$ cat src/rtl/nibble_tx_pkg.sv
// nibble_tx_pkg
// Shared definitions for the nibble_tx serial transmitter:
//   state_t      - frame sequencer states
//   PARITY_*     - values accepted by the PARITY parameter
//   min1_clog2   - $clog2 clamped to at least 1 bit, used to size counters
package nibble_tx_pkg;

  typedef enum logic [2:0] {
    IDLE  = 3'd0,
    START = 3'd1,
    DATA  = 3'd2,
    PAR   = 3'd3,
    STOP  = 3'd4
  } state_t;

  localparam int PARITY_NONE = 0;
  localparam int PARITY_EVEN = 1;

  // A counter that only ever holds 0 still needs one bit of storage.
  function automatic int min1_clog2(input int n);
    return (n > 1) ? $clog2(n) : 1;
  endfunction

endpackage

$ cat src/rtl/nibble_tx_bit_timer.sv
// nibble_tx_bit_timer
// Bit-period counter. Counts 0..CLKS_PER_BIT-1 and wraps; held at 0 while
// clear is high.
//   clk        in  system clock
//   reset      in  synchronous active-high reset
//   clear      in  force the count to 0 on the next edge
//   tick       out count is at its terminal value this cycle
//   tick_next  out count will be at its terminal value next cycle
module nibble_tx_bit_timer
  import nibble_tx_pkg::*;
#(
  parameter int CLKS_PER_BIT = 4
) (
  input  logic clk,
  input  logic reset,
  input  logic clear,
  output logic tick,
  output logic tick_next
);

  localparam int TW = min1_clog2(CLKS_PER_BIT);
  localparam logic [TW-1:0] LAST = TW'(CLKS_PER_BIT - 1);

  logic [TW-1:0] count_reg;
  logic [TW-1:0] count_next;

  always_comb begin
    count_next = count_reg;
    if (clear || count_reg == LAST) begin
      count_next = '0;
    end else begin
      count_next = count_reg + TW'(1);
    end
  end

  assign tick      = (count_reg == LAST);
  // Look-ahead lets the owner drive registered outputs that line up with
  // the final cycle of a bit.
  assign tick_next = (count_next == LAST);

  always_ff @(posedge clk) begin
    if (reset) begin
      count_reg <= '0;
    end else begin
      count_reg <= count_next;
    end
  end

endmodule

$ cat src/rtl/nibble_tx.sv
// nibble_tx
// Framed LSB-first serial transmitter: start bit (0), WIDTH data bits,
// optional even-parity bit, stop bit (1). Each bit lasts CLKS_PER_BIT cycles.
//   clk         in  system clock
//   reset       in  synchronous active-high reset
//   d           in  parallel word, captured when load is accepted
//   load        in  request to transmit d (accepted only while ready)
//   ready       out block is idle and will accept load
//   tx          out serial line (registered, idles high)
//   busy        out frame in progress (registered)
//   frame_done  out one-cycle pulse in the last cycle of the stop bit
module nibble_tx
  import nibble_tx_pkg::*;
#(
  parameter int WIDTH        = 4,
  parameter int CLKS_PER_BIT = 4,
  parameter int PARITY       = PARITY_NONE
) (
  input  logic             clk,
  input  logic             reset,
  input  logic [WIDTH-1:0] d,
  input  logic             load,
  output logic             ready,
  output logic             tx,
  output logic             busy,
  output logic             frame_done
);

  localparam int IW = min1_clog2(WIDTH);
  localparam logic [IW-1:0] LAST_IDX = IW'(WIDTH - 1);

  state_t           state_reg, state_next;
  logic [WIDTH-1:0] shift_reg, shift_next;
  logic [IW-1:0]    idx_reg, idx_next;
  logic             parity_reg, parity_next;
  logic             tx_reg, tx_next;
  logic             busy_reg, busy_next;
  logic             frame_done_reg, frame_done_next;
  logic             tick, tick_next;

  // Timer is parked at 0 in IDLE so the first START cycle is count 0.
  nibble_tx_bit_timer #(
    .CLKS_PER_BIT(CLKS_PER_BIT)
  ) u_bit_timer (
    .clk      (clk),
    .reset    (reset),
    .clear    (state_reg == IDLE),
    .tick     (tick),
    .tick_next(tick_next)
  );

  always_comb begin
    state_next  = state_reg;
    shift_next  = shift_reg;
    idx_next    = idx_reg;
    parity_next = parity_reg;

    case (state_reg)
      IDLE: begin
        if (load) begin
          shift_next  = d;
          parity_next = ^d;
          idx_next    = '0;
          state_next  = START;
        end
      end
      START: begin
        if (tick) state_next = DATA;
      end
      DATA: begin
        if (tick) begin
          shift_next = shift_reg >> 1;
          if (idx_reg == LAST_IDX) begin
            idx_next   = '0;
            state_next = (PARITY == PARITY_EVEN) ? PAR : STOP;
          end else begin
            idx_next = idx_reg + IW'(1);
          end
        end
      end
      PAR: begin
        if (tick) state_next = STOP;
      end
      STOP: begin
        if (tick) state_next = IDLE;
      end
      default: state_next = IDLE;
    endcase

    // Outputs are registered from the *next* state so they change on the
    // same edge as the state they describe.
    case (state_next)
      START:   tx_next = 1'b0;
      DATA:    tx_next = shift_next[0];
      PAR:     tx_next = parity_next;
      default: tx_next = 1'b1;
    endcase
    busy_next       = (state_next != IDLE);
    frame_done_next = (state_next == STOP) && tick_next;
  end

  always_ff @(posedge clk) begin
    if (reset) begin
      state_reg      <= IDLE;
      shift_reg      <= '0;
      idx_reg        <= '0;
      parity_reg     <= 1'b0;
      tx_reg         <= 1'b1;
      busy_reg       <= 1'b0;
      frame_done_reg <= 1'b0;
    end else begin
      state_reg      <= state_next;
      shift_reg      <= shift_next;
      idx_reg        <= idx_next;
      parity_reg     <= parity_next;
      tx_reg         <= tx_next;
      busy_reg       <= busy_next;
      frame_done_reg <= frame_done_next;
    end
  end

  assign ready      = (state_reg == IDLE);
  assign tx         = tx_reg;
  assign busy       = busy_reg;
  assign frame_done = frame_done_reg;

endmodule

$ cat config.mk
export PLATFORM = sky130hd
export DESIGN_NAME = nibble_tx
export DESIGN_NICKNAME = d
export VERILOG_FILES = /design/src/rtl/nibble_tx_pkg.sv /design/src/rtl/nibble_tx_bit_timer.sv /design/src/rtl/nibble_tx.sv
export SDC_FILE = /design/constraint.sdc
export NUM_CORES = 1
export LEC_CHECK = 0
export BUFFER_PORTS_ARGS = -buffer_cell sky130_fd_sc_hd__buf_2
export CAP_MARGIN = 20
export CORE_MARGIN = 2
export CORE_UTILIZATION = 40
export DETAILED_ROUTE_END_ITERATION = 10
export GPL_ROUTABILITY_DRIVEN = 0
export PLACE_DENSITY_LB_ADDON = 0.25
export SYNTH_ARGS = -nofsm -noshare
export SYNTH_HDL_FRONTEND = slang
export SYNTH_HIERARCHICAL = 1
export SYNTH_SLANG_ARGS = --single-unit
export TNS_END_PERCENT = 20
$ cat constraint.sdc
create_clock -name clk -period 1.93 [get_ports clk]
set_input_delay 0.386 -clock clk [delete_from_list [all_inputs] [get_ports clk]]
set_output_delay 0.386 -clock clk [all_outputs]
set_load 0.03 [all_outputs]
==> run metrics, run 1 <==
result of the run=complete, no violations; Largest delay share family, worst path=flip-flops; Relative slew margins=66.01%; CP required=1540 ps; type of the worst setup path=reg -> out; minimum setup slack after placement=159.0 ps; leading cell types by total area after synthesis=sky130_fd_sc_hd__dfxtp_1, sky130_fd_sc_hd__nor2_1, sky130_fd_sc_hd__nor4b_1; remaining number of nets flagged by the antenna check after routing=0; Clock Skew=6.621 ps; Via Count=610; worst-margin pin slew=509.1 ps; starting density of the core=42.54%; dominant synthesized flop cell=sky130_fd_sc_hd__dfxtp_1; FP Rows=15; startpoint type of the worst setup path=flip-flop; final core occ=47.97%; post-layout minimum cycle time=1855 ps; number of filler cells placed in the layout=177; First-pass DRT Iterations=5; final HPWL from detailed placement=992.2 um; Clock transition at path regs=100 ps; endpoint type of the worst setup path=output pin; cell type with the highest aggregate area in the netlist=sky130_fd_sc_hd__dfxtp_1; worst reg2reg startpoint=u_bit_timer/count_reg[0]; final global-route overflow total=0; crit path to=ready; TritonCTS clock tree=yes; number of distinct standard cells referenced by the synthesized netlist=36; start point of the critical path=state_reg[1]; antenna violations before repair=0; number of remaining DRC errors=0; routed length per placed instance=11.81 um; share of the cycle needed by the critical path after routing=96.11%; number of instances in the synthesized netlist=82; synthesized cell area=734.5 um^2; worst path cell trace=nor3_1 -> buf_2; vias per cell=5.214; via count of the first global-routing pass=476; yosys synthesis warning count=6; Reg2Reg Depth=5; Die X-Extent=46.85 um; critical path arrival=1470 ps; I/O pin count=11; average cell area after synthesis=8.957 um^2; number of maximum-capacitance constraint violations=0; cell with the most instances after synthesis=sky130_fd_sc_hd__dfxtp_1; post-layout net count=102; power share of the sequential group=56.2%; top post-synthesis cells by count=sky130_fd_sc_hd__dfxtp_1, sky130_fd_sc_hd__nor2_1, sky130_fd_sc_hd__nand2_1; post-synthesis register bit count=15; Setup Buffers After CTS=0; clock latency reported for the late side of the worst-skew pair=280 ps; fraction of post-synthesis cell area in the top cell type by area=40.89%; synthesized net count=91; power per standard cell area=722.6 nW/um^2; fraction of final layout cells with drive strength greater than 1=21.74%; global-route wire length before repair=2256 um; DRC marker count from the first detailed-route iteration=8; share of synthesized registers carrying an async set or reset=0%; f_max=0.5391 GHz; cell depth of the worst min-delay path=3; number of flip-flops in the largest register=4; Die ar.=2195 um^2; share of power burned in combinational logic=13.7%; worst setup slack for register-to-register paths=250 ps; delay of the slowest cell on the worst path=480 ps; sw power=0.0001614 W; combined global-route utilization of all metal layers=15.08%; max-slew violation count=0; CTS sink count=15; CTS root buffer=sky130_fd_sc_hd__clkbuf_4; number of antenna cells inserted=0; crit path setup slack, layout=74.98 ps; peak ir drop on the vdd network=0.2959 mV; count of flip-flops with a built-in enable after synthesis=0; final total power=0.0005985 W; reported leakage power=0.3299 nW; top fanout value on the critical path=16; Pint=0.0004371 W; worst path bufs/invs=1; Max clock buf depth=2; net switching fraction of the power=26.96%; post-layout instance count excluding filler cells=117; number of clock buffers inserted by TritonCTS=3; core footprint=1727 um^2; Crit-path slowest cell=sky130_fd_sc_hd__dfxtp_1; Tightest Hold Check Type=in -> reg; unrepaired setup endpoints after global routing=true; part of the Yosys area used for sequential elements=40.89%; routed wire length=1382 um; clock network fraction of design power=30.1%; # H-tree levels=1; end of the worst register-to-register path=tx; Worst path depth=2; largest net degree at the start of global routing=17; total of buffers placed on input and output ports=10; number of placed instances, taps included=113; number of hold violations in the final report=0; Finish-stage setup viols=0; chip height=46.85 um; area growth from synthesis to layout=12.78%
metal layers:
metal  wire, um  vias to the layer above  global-route usage (%)
met5          0                        -                       0
met2        604                        8                   20.27
li1           -                      324                       -
met4         12                        0                   5.000
met3         45                        2                   6.923
met1        719                      276                   21.26
kinds of logic after synthesis:
kind of cell | count (synthesis) | synth area share [%]
mux | 1 | 1.363
compound gates | 20 | 19.08
flops | 15 | 40.89
buf+inv | 7 | 4.430
fa+ha+maj | 2 | 3.407
xor+xnor | 3 | 3.578
simple gates | 34 | 27.26
area by class of cell:
cell class / count / area (um^2) / area share, %
repair buffers: 11 / 57.56 / 6.949
inverters: 2 / 7.507 / 0.9063
flip-flops and latches: 15 / 300.3 / 36.25
well taps: 25 / 31.28 / 3.776
clock inverters: 1 / 5.005 / 0.6042
multi-input cells: 60 / 404.1 / 48.79
clock buffers: 3 / 22.52 / 2.719
repair_timing:
action                     in CTS  in global routing
setup endpoints to repair       0                  2
resized for setup               0                  1
hold buffers                    0                  0
power by group through the flow:
stage | registers [W] | clock network (W) | logic (W)
2_1_floorplan | 0.000344 | 0 | 0.0000588
3_3_place_gp | 0.000343 | 0 | 0.0000817
3_5_place_dp | 0.000343 | 0 | 0.0000821
4_1_cts | 0.000336 | 0.000190 | 0.0000826
5_1_grt | 0.000339 | 0.000203 | 0.0000909
6_report | 0.000337 | 0.000180 | 0.0000818
per-stage QoR:
step	hold slack, ps	instance area (um^2)	setup TNS, ps
3_5_place_dp	458.8	798.3	0
3_3_place_gp	440.3	798.3	0
4_1_cts	375.2	825.8	0
2_1_floorplan	428.9	734.5	0
5_1_grt	382.7	828.3	-9.696
6_report	371.9	828.3	0
tightest hold or removal path, cell delays in order:
cell and delay, ps:
sky130_fd_sc_hd__buf_2 90, sky130_fd_sc_hd__a22oi_1 60, sky130_fd_sc_hd__nor2_1 80
worst min path at each step:
stage | startpoint | endpoint | slack, ps
after global placement | u_bit_timer/count_reg[0] | u_bit_timer/count_reg[0] | 440
final | d[3] | shift_reg[3] | 370
after global routing | d[3] | shift_reg[3] | 380
after detailed placement | idx_reg[1] | idx_reg[1] | 460
after CTS | d[3] | shift_reg[3] | 380
after floorplan | u_bit_timer/count_reg[0] | u_bit_timer/count_reg[0] | 430
layout by cell type (no fill, tap or decap), drive strengths merged:
| master | count |
|---|---|
| dfxtp | 15 |
| buf | 11 |
| nor2 | 10 |
| nand2 | 4 |
| nor4b | 4 |
| a21oi | 4 |
| nor3 | 3 |
| a22oi | 3 |
| xnor2 | 3 |
| clkbuf | 3 |
| o21ai | 3 |
| or2 | 2 |
| inv | 2 |
| nor2b | 2 |
| a31oi | 2 |
| a211oi | 2 |
| a32o | 2 |
| ha | 2 |
| and3b | 1 |
| and2 | 1 |
| mux2i | 1 |
| o211ai | 1 |
| nor4bb | 1 |
| o31ai | 1 |
| nand4 | 1 |
| nand3 | 1 |
| o21bai | 1 |
| nor3b | 1 |
| or4b | 1 |
| a2bb2oi | 1 |
| and3 | 1 |
| clkinv | 1 |
| nor4 | 1 |
Power figures use the tool's default switching activity.
==> run 2, diff against run 1 <==
==> constraint.sdc (replaced) <==
create_clock -name clk -period 1.6 [get_ports clk]
set_input_delay 0.32 -clock clk [delete_from_list [all_inputs] [get_ports clk]]
set_output_delay 0.32 -clock clk [all_outputs]
set_load 0.03 [all_outputs]
==> run 2 against run 1 <==
Effect of this change:
- hold slack lost 63 ps
- cell area grew 11%
- total power grew 24%
- worst setup slack gained 7.6 ps
- largest power group unchanged
==> run metrics, run 2 (synthesized netlist as in run 1, its figures left out) <==
standard cell area after detailed placement=855.8 um^2 (was 798.3 um^2); startpoint type of the worst setup path=flip-flop (unchanged); number of flip-flops in the largest register=4 (unchanged); sw power=0.0002004 W (was 0.0001614 W); Clock Skew=3.028 ps (was 6.621 ps); power share of the sequential group=54.2% (was 56.2%); share of the cycle needed by the critical path after routing=94.84%; largest net degree at the start of global routing=13 (was 17); vias per cell=5.250 (was 5.214); power per standard cell area=808.3 nW/um^2 (was 722.6 nW/um^2); top fanout value on the critical path=5 (was 16); via count of the first global-routing pass=559 (was 476); worst slack on hold paths=308.6 ps (was 371.9 ps); post-layout minimum cycle time=1517 ps; Finish-stage setup viols=0 (unchanged); First-pass DRT Iterations=2 (was 5); Tightest Hold Check Type=in -> reg (unchanged); I/O pin count=11 (unchanged); Pint=0.0005429 W (was 0.0004371 W); final total power=0.0007433 W (was 0.0005985 W); post-layout net count=109 (was 102); routed length per placed instance=11.65 um (was 11.81 um); number of filler cells placed in the layout=170 (was 177); Seq. cell area=304.0 um^2 (was 300.3 um^2); CP required=1830 ps (was 1540 ps); total negative slack for setup checks=0 ps (unchanged); TritonCTS clock tree=yes (unchanged); clock latency reported for the late side of the worst-skew pair=280 ps (about the same); number of remaining DRC errors=0 (unchanged); starting density of the core=42.54% (unchanged); final standard cell area without fillers=919.6 um^2 (was 828.3 um^2); Die ar.=2195 um^2 (unchanged); combined global-route utilization of all metal layers=15.52% (was 15.08%); endpoint type of the worst setup path=flip-flop (was output pin); share of power burned in combinational logic=16.6% (was 13.7%); DRC marker count from the first detailed-route iteration=6 (was 8); # H-tree levels=1 (unchanged); CTS sink count=15 (unchanged); routed wire length=1445 um (was 1382 um); final HPWL from detailed placement=1129 um (was 992.2 um); total area of multi-input combinational cells=432.9 um^2 (was 404.1 um^2); leading cell types in the layout, fill and taps excluded=sky130_fd_sc_hd__dfxtp_1, sky130_fd_sc_hd__nor2_1, sky130_fd_sc_hd__buf_2 (unchanged); Setup Buffers After CTS=0 (unchanged); clock network fraction of design power=29.2% (was 30.1%); max-slew violation count=0 (unchanged); Die X-Extent=46.85 um (unchanged); FP Rows=15 (unchanged); global-route wire length before repair=2339 um (was 2256 um); remaining number of nets flagged by the antenna check after routing=0 (unchanged); unrepaired setup endpoints after global routing=false (was true); Relative slew margins=73.72% (was 66.01%); net switching fraction of the power=26.96% (about the same); Clock transition at path regs=90 ps (was 100 ps); chip height=46.85 um (unchanged); result of the run=complete, no violations (unchanged); number of clock buffers inserted by TritonCTS=3 (unchanged); critical path arrival=1740 ps (was 1470 ps); area growth from synthesis to layout=25.21% (was 12.78%); CTS root buffer=sky130_fd_sc_hd__clkbuf_4 (unchanged); Via Count=651 (was 610); worst-margin pin slew=393.7 ps (was 509.1 ps); Max clock buf depth=2 (unchanged); f_max=0.6590 GHz; core footprint=1727 um^2 (unchanged); antenna violations before repair=0 (unchanged); total of buffers placed on input and output ports=10 (unchanged); number of maximum-capacitance constraint violations=0 (unchanged); cts-stage hold buffer count=0 (unchanged); peak ir drop on the vdd network=0.4319 mV (was 0.2959 mV); final global-route overflow total=0 (unchanged); reported leakage power=0.3776 nW (was 0.3299 nW); number of hold violations in the final report=0 (unchanged); fraction of final layout cells with drive strength greater than 1=35.35% (was 21.74%); most common library cell in the layout ignoring fill and taps=sky130_fd_sc_hd__dfxtp_1 (unchanged); type of the worst setup path=reg -> reg (was reg -> out); number of antenna cells inserted=0 (unchanged)
## run 2: changes by cell type in the layout (fill, tap and decap cells not counted), moves of 2 or more
cell	change
sky130_fd_sc_hd__buf_4	+7
sky130_fd_sc_hd__o21ai_2	+2
sky130_fd_sc_hd__dfxtp_1	-3
sky130_fd_sc_hd__dfxtp_2	+3
## run 2: timing repair
item	CTS	global route
resized for setup	6	6
pin swaps	1	1
setup endpoints to repair	3	5
## run 2: layer usage
layer / up-vias / track usage, % / wire, um
li1: 339 / - / -
met1: 297 / 19.26 / 698
met2: 10 / 24.11 / 677
met3: 5 / 4.615 / 39
met4: 0 / 8.333 / 29
met5: - / 0 / 0
## run 2: through the flow
stage	util (%)	worst slack, ps	cells
5_1_grt	53.26	8.140	124
6_report	53.26	82.55	124
3_3_place_gp	49.57	15.99	120
4_1_cts	51.96	13.14	124
2_1_floorplan	-	20.65	82
3_5_place_dp	49.57	-55.68	120
## run 2: path summary, 6_finish.rpt
| path | slack [ps] | startpoint | cells after the start | end |
|---|---|---|---|---|
| max | 80 | u_bit_timer/count_reg[0] | 6 | tx |
| min reg2reg | 440 | u_bit_timer/count_reg[0] | 1 | u_bit_timer/count_reg[0] |
| min | 310 | d[3] | 3 | shift_reg[3] |
| max reg2reg | 80 | u_bit_timer/count_reg[0] | 6 | tx |
## run 2: critical path, cell delays in order, from the launching register on
cell                        delay (ps)
sky130_fd_sc_hd__dfxtp_2           340
sky130_fd_sc_hd__ha_2              200
sky130_fd_sc_hd__buf_4             150
sky130_fd_sc_hd__o21ai_2            60
sky130_fd_sc_hd__a21oi_2            70
sky130_fd_sc_hd__or4b_4            520
sky130_fd_sc_hd__a2bb2oi_2         120
## run 2: power by group through the flow
stage	sequential [W]	combinational, W	clock (W)
3_3_place_gp	0.000410	0.000113	0
2_1_floorplan	0.000415	0.0000716	0
6_report	0.000403	0.000124	0.000217
4_1_cts	0.000402	0.000118	0.000221
3_5_place_dp	0.000410	0.000115	0
5_1_grt	0.000405	0.000136	0.000244
## run 2: final cells by class
| cell class | count | area share (%) |
|---|---|---|
| sequential | 15 | 33.06 |
| clock inverter | 1 | 0.5442 |
| multi-input combinational | 60 | 47.07 |
| inverter | 2 | 0.8163 |
| timing repair buffer | 18 | 12.65 |
| clock buffer | 3 | 2.449 |
| tap | 25 | 3.401 |
==> run 3, diff against run 2 <==
--- a/config.mk
+++ b/config.mk
@@ -5,6 +5,7 @@
 export SDC_FILE = /design/constraint.sdc
 export NUM_CORES = 1
 export LEC_CHECK = 0
+export ABC_AREA = 1
 export BUFFER_PORTS_ARGS = -buffer_cell sky130_fd_sc_hd__buf_2
 export CAP_MARGIN = 20
 export CORE_MARGIN = 2
==> constraint.sdc (replaced) <==
create_clock -name clk -period 1.6 [get_ports clk]
set_input_delay 0.08 -clock clk [delete_from_list [all_inputs] [get_ports clk]]
set_output_delay 0.08 -clock clk [all_outputs]
set_load 0.03 [all_outputs]
==> run 3 against run 2 <==
Effect of this change:
- hold slack worse by 240 ps
- non-clock buffer count fell by 8
- flip-flop and latch count stayed put
- clock skew decreased by 2.0 ps
- via count grew 19%
- die area rose by 8.7%
- critical path type is now reg -> out
- total power increased by 1.7%
- register-to-register slack improved by 170 ps
- routed wire length rose by 7.7%
==> run metrics, run 3 <==
result of the run=complete, no violations (unchanged); # H-tree levels=1 (unchanged); core footprint=1922 um^2 (was 1727 um^2); Clock transition at path regs=80 ps (was 90 ps); Die ar.=2386 um^2 (was 2195 um^2); fraction of final layout cells with drive strength greater than 1=21.58% (was 35.35%); share of synthesized registers carrying an async set or reset=0% (unchanged); Via Count=773 (was 651); clock latency reported for the late side of the worst-skew pair=280 ps (about the same); combined global-route utilization of all metal layers=14.74% (was 15.52%); share of the cycle needed by the critical path after routing=85.57% (was 94.84%); power per standard cell area=823.9 nW/um^2 (was 808.3 nW/um^2); Crit-path slowest cell=sky130_fd_sc_hd__dfxtp_1 (was sky130_fd_sc_hd__or4b_4); total of buffers placed on input and output ports=10 (unchanged); synthesized cell area=804.5 um^2 (was 734.5 um^2); unrepaired setup endpoints after global routing=false (unchanged); startpoint type of the worst setup path=flip-flop (unchanged); TritonCTS clock tree=yes (unchanged); largest net degree at the start of global routing=10 (was 13); leading cell types in the layout, fill and taps excluded=sky130_fd_sc_hd__nand2_1, sky130_fd_sc_hd__nor2_1, sky130_fd_sc_hd__dfxtp_1 (was sky130_fd_sc_hd__dfxtp_1, sky130_fd_sc_hd__nor2_1, sky130_fd_sc_hd__buf_2); reported leakage power=0.4990 nW (was 0.3776 nW); vias per cell=4.657 (was 5.250); I/O pin count=11 (unchanged); number of antenna cells inserted=0 (unchanged); synthesized net count=134 (was 91); chip height=48.85 um (was 46.85 um); part of the Yosys area used for sequential elements=37.33% (was 40.89%); fraction of post-synthesis cell area in the top cell type by area=37.33% (was 40.89%); cell depth of the worst min-delay path=3 (unchanged); yosys synthesis warning count=6 (unchanged); number of hold violations in the final report=0 (unchanged); number of instances in the synthesized netlist=125 (was 82); CTS root buffer=sky130_fd_sc_hd__clkbuf_4 (unchanged); post-synthesis register bit count=15 (unchanged); number of maximum-capacitance constraint violations=0 (unchanged); clock network fraction of design power=28.4% (was 29.2%); Max clock buf depth=2 (unchanged); routed wire length=1556 um (was 1445 um); Die X-Extent=48.85 um (was 46.85 um); cell type with the highest aggregate area in the netlist=sky130_fd_sc_hd__dfxtp_1 (unchanged); remaining number of nets flagged by the antenna check after routing=0 (unchanged); total negative slack for setup checks=0 ps (unchanged); final global-route overflow total=0 (unchanged); Finish-stage setup viols=0 (unchanged); starting density of the core=41.86% (was 42.54%); CP required=1520 ps (was 1830 ps); Clock Skew=0.9809 ps (was 3.028 ps); FP Rows=16 (was 15); type of the worst setup path=reg -> out (was reg -> reg); number of flip-flops in the largest register=4 (unchanged); average cell area after synthesis=6.436 um^2 (was 8.957 um^2); Relative slew margins=77.83% (was 73.72%); number of filler cells placed in the layout=229 (was 170); final HPWL from detailed placement=1205 um (was 1129 um); critical path arrival=1290 ps (was 1740 ps); DRC marker count from the first detailed-route iteration=17 (was 6); cell with the most instances after synthesis=sky130_fd_sc_hd__nand2_1 (was sky130_fd_sc_hd__dfxtp_1); endpoint type of the worst setup path=output pin (was flip-flop); global-route wire length before repair=2649 um (was 2339 um); CTS sink count=15 (unchanged); delay of the slowest cell on the worst path=390 ps (was 520 ps); area growth from synthesis to layout=14.00% (was 25.21%); most common library cell in the layout ignoring fill and taps=sky130_fd_sc_hd__nand2_1 (was sky130_fd_sc_hd__dfxtp_1); share of power burned in combinational logic=17.4% (was 16.6%); routed length per placed instance=9.373 um (was 11.65 um); final core occ=47.72% (was 53.26%); leading cell types by total area after synthesis=sky130_fd_sc_hd__dfxtp_1, sky130_fd_sc_hd__nand2_1, sky130_fd_sc_hd__nor2_1 (was sky130_fd_sc_hd__dfxtp_1, sky130_fd_sc_hd__nor2_1, sky130_fd_sc_hd__nor4b_1); top fanout value on the critical path=6 (was 5); number of clock buffers inserted by TritonCTS=3 (unchanged); number of distinct standard cells referenced by the synthesized netlist=16 (was 36); post-layout net count=149 (was 109); f_max=0.7304 GHz (was 0.6590 GHz); number of remaining DRC errors=0 (unchanged); sw power=0.0002171 W (was 0.0002004 W); via count of the first global-routing pass=699 (was 559); worst path cell trace=inv_2 -> nand2_2 -> nor2_2 -> buf_2 (was ha_2 -> buf_4 -> o21ai_2 -> a21oi_2 -> or4b_4 -> a2bb2oi_2); Pint=0.0005386 W (was 0.0005429 W); top post-synthesis cells by count=sky130_fd_sc_hd__nand2_1, sky130_fd_sc_hd__nor2_1, sky130_fd_sc_hd__dfxtp_1 (was sky130_fd_sc_hd__dfxtp_1, sky130_fd_sc_hd__nor2_1, sky130_fd_sc_hd__nand2_1); power share of the sequential group=54.2% (about the same); net switching fraction of the power=28.73% (was 26.96%); post-layout minimum cycle time=1369 ps (was 1517 ps); Reg2Reg Depth=8 (was 6); max-slew violation count=0 (unchanged); First-pass DRT Iterations=4 (was 2); dominant synthesized flop cell=sky130_fd_sc_hd__dfxtp_1 (unchanged); peak ir drop on the vdd network=0.5997 mV (was 0.4319 mV); antenna violations before repair=0 (unchanged); worst-margin pin slew=329.6 ps (was 393.7 ps); Tightest Hold Check Type=in -> reg (unchanged); count of flip-flops with a built-in enable after synthesis=0 (unchanged)
==> run 3: repair_timing <==
action	4_1_cts	5_1_grt
gates resized for setup	0	1
buffers inserted	0	0
endpoints found under the setup margin	0	1
hold buffers	0	0
hold endpoints to repair	0	0
==> run 3: worst paths after layout <==
| path | startpoint | to | slack, ps |
|---|---|---|---|
| max | state_reg[0] | ready | 230 |
| min | d[3] | shift_reg[3] | 70 |
| max reg2reg | u_bit_timer/count_reg[0] | tx | 250 |
| min reg2reg | shift_reg[3] | shift_reg[3] | 470 |
==> run 3: routing by layer <==
layer,GRT usage [%],share of wire (%),wire [um],vias up
met2,25.34,45,702,13
met1,15.86,48,749,337
li1,-,-,-,418
met4,5.714,1.9,29,0
met5,0,0,0,-
met3,6.442,4.8,75,5
==> run 3: logic make-up (layout without fill, tap and decap cells) <==
| kind of cell | after synthesis | count (layout) | synth area share [%] |
|---|---|---|---|
| buffers and inverters | 18 | 32 | 8.398 |
| and+or+nand+nor | 82 | 82 | 45.41 |
| adders and majority gates | 2 | 2 | 3.110 |
| DFF | 15 | 15 | 37.33 |
| AOI/OAI and AO/OA | 8 | 8 | 5.755 |
==> run 3: metrics by stage <==
step            power, W  setup slack, ps  area, um^2  std cells  hold WS (ps)
2_1_floorplan  0.0005116            261.8       804.5        125         149.1
3_3_place_gp   0.0005482            191.5       888.4        162         369.3
3_5_place_dp   0.0005503            168.6       888.4        162         377.3
4_1_cts        0.0007698            149.2       914.6        166         66.09
5_1_grt        0.0008123            117.6       917.1        166         74.89
6_report       0.0007556            230.9       917.1        166         73.36
==> run 3: power groups by stage <==
| stage | clock, W | combinational (W) | sequential [W] |
|---|---|---|---|
| 6_report | 0.000215 | 0.000131 | 0.000409 |
| 3_3_place_gp | 0 | 0.000131 | 0.000418 |
| 4_1_cts | 0.000228 | 0.000133 | 0.000409 |
| 2_1_floorplan | 0 | 0.0000874 | 0.000424 |
| 5_1_grt | 0.000251 | 0.000150 | 0.000412 |
| 3_5_place_dp | 0 | 0.000133 | 0.000418 |
==> run 3: critical path: cells and delay by family (launching register included) <==
| family | cells | cell delay, ps |
|---|---|---|
| flops | 1 | 390 |
| buf+inv | 2 | 340 |
| simple gates | 2 | 270 |
==> run 3: cell type report <==
type                            instances  area [um^2]  share of cell area [%]
Tap cell                               27        33.78                   3.683
Clock buffer                            4        26.28                   2.865
Multi-Input combinational cell         92        439.2                   47.89
Inverter                               18        67.56                   7.367
Timing Repair Buffer                   10        50.05                   5.457
Sequential cell                        15        300.3                   32.74
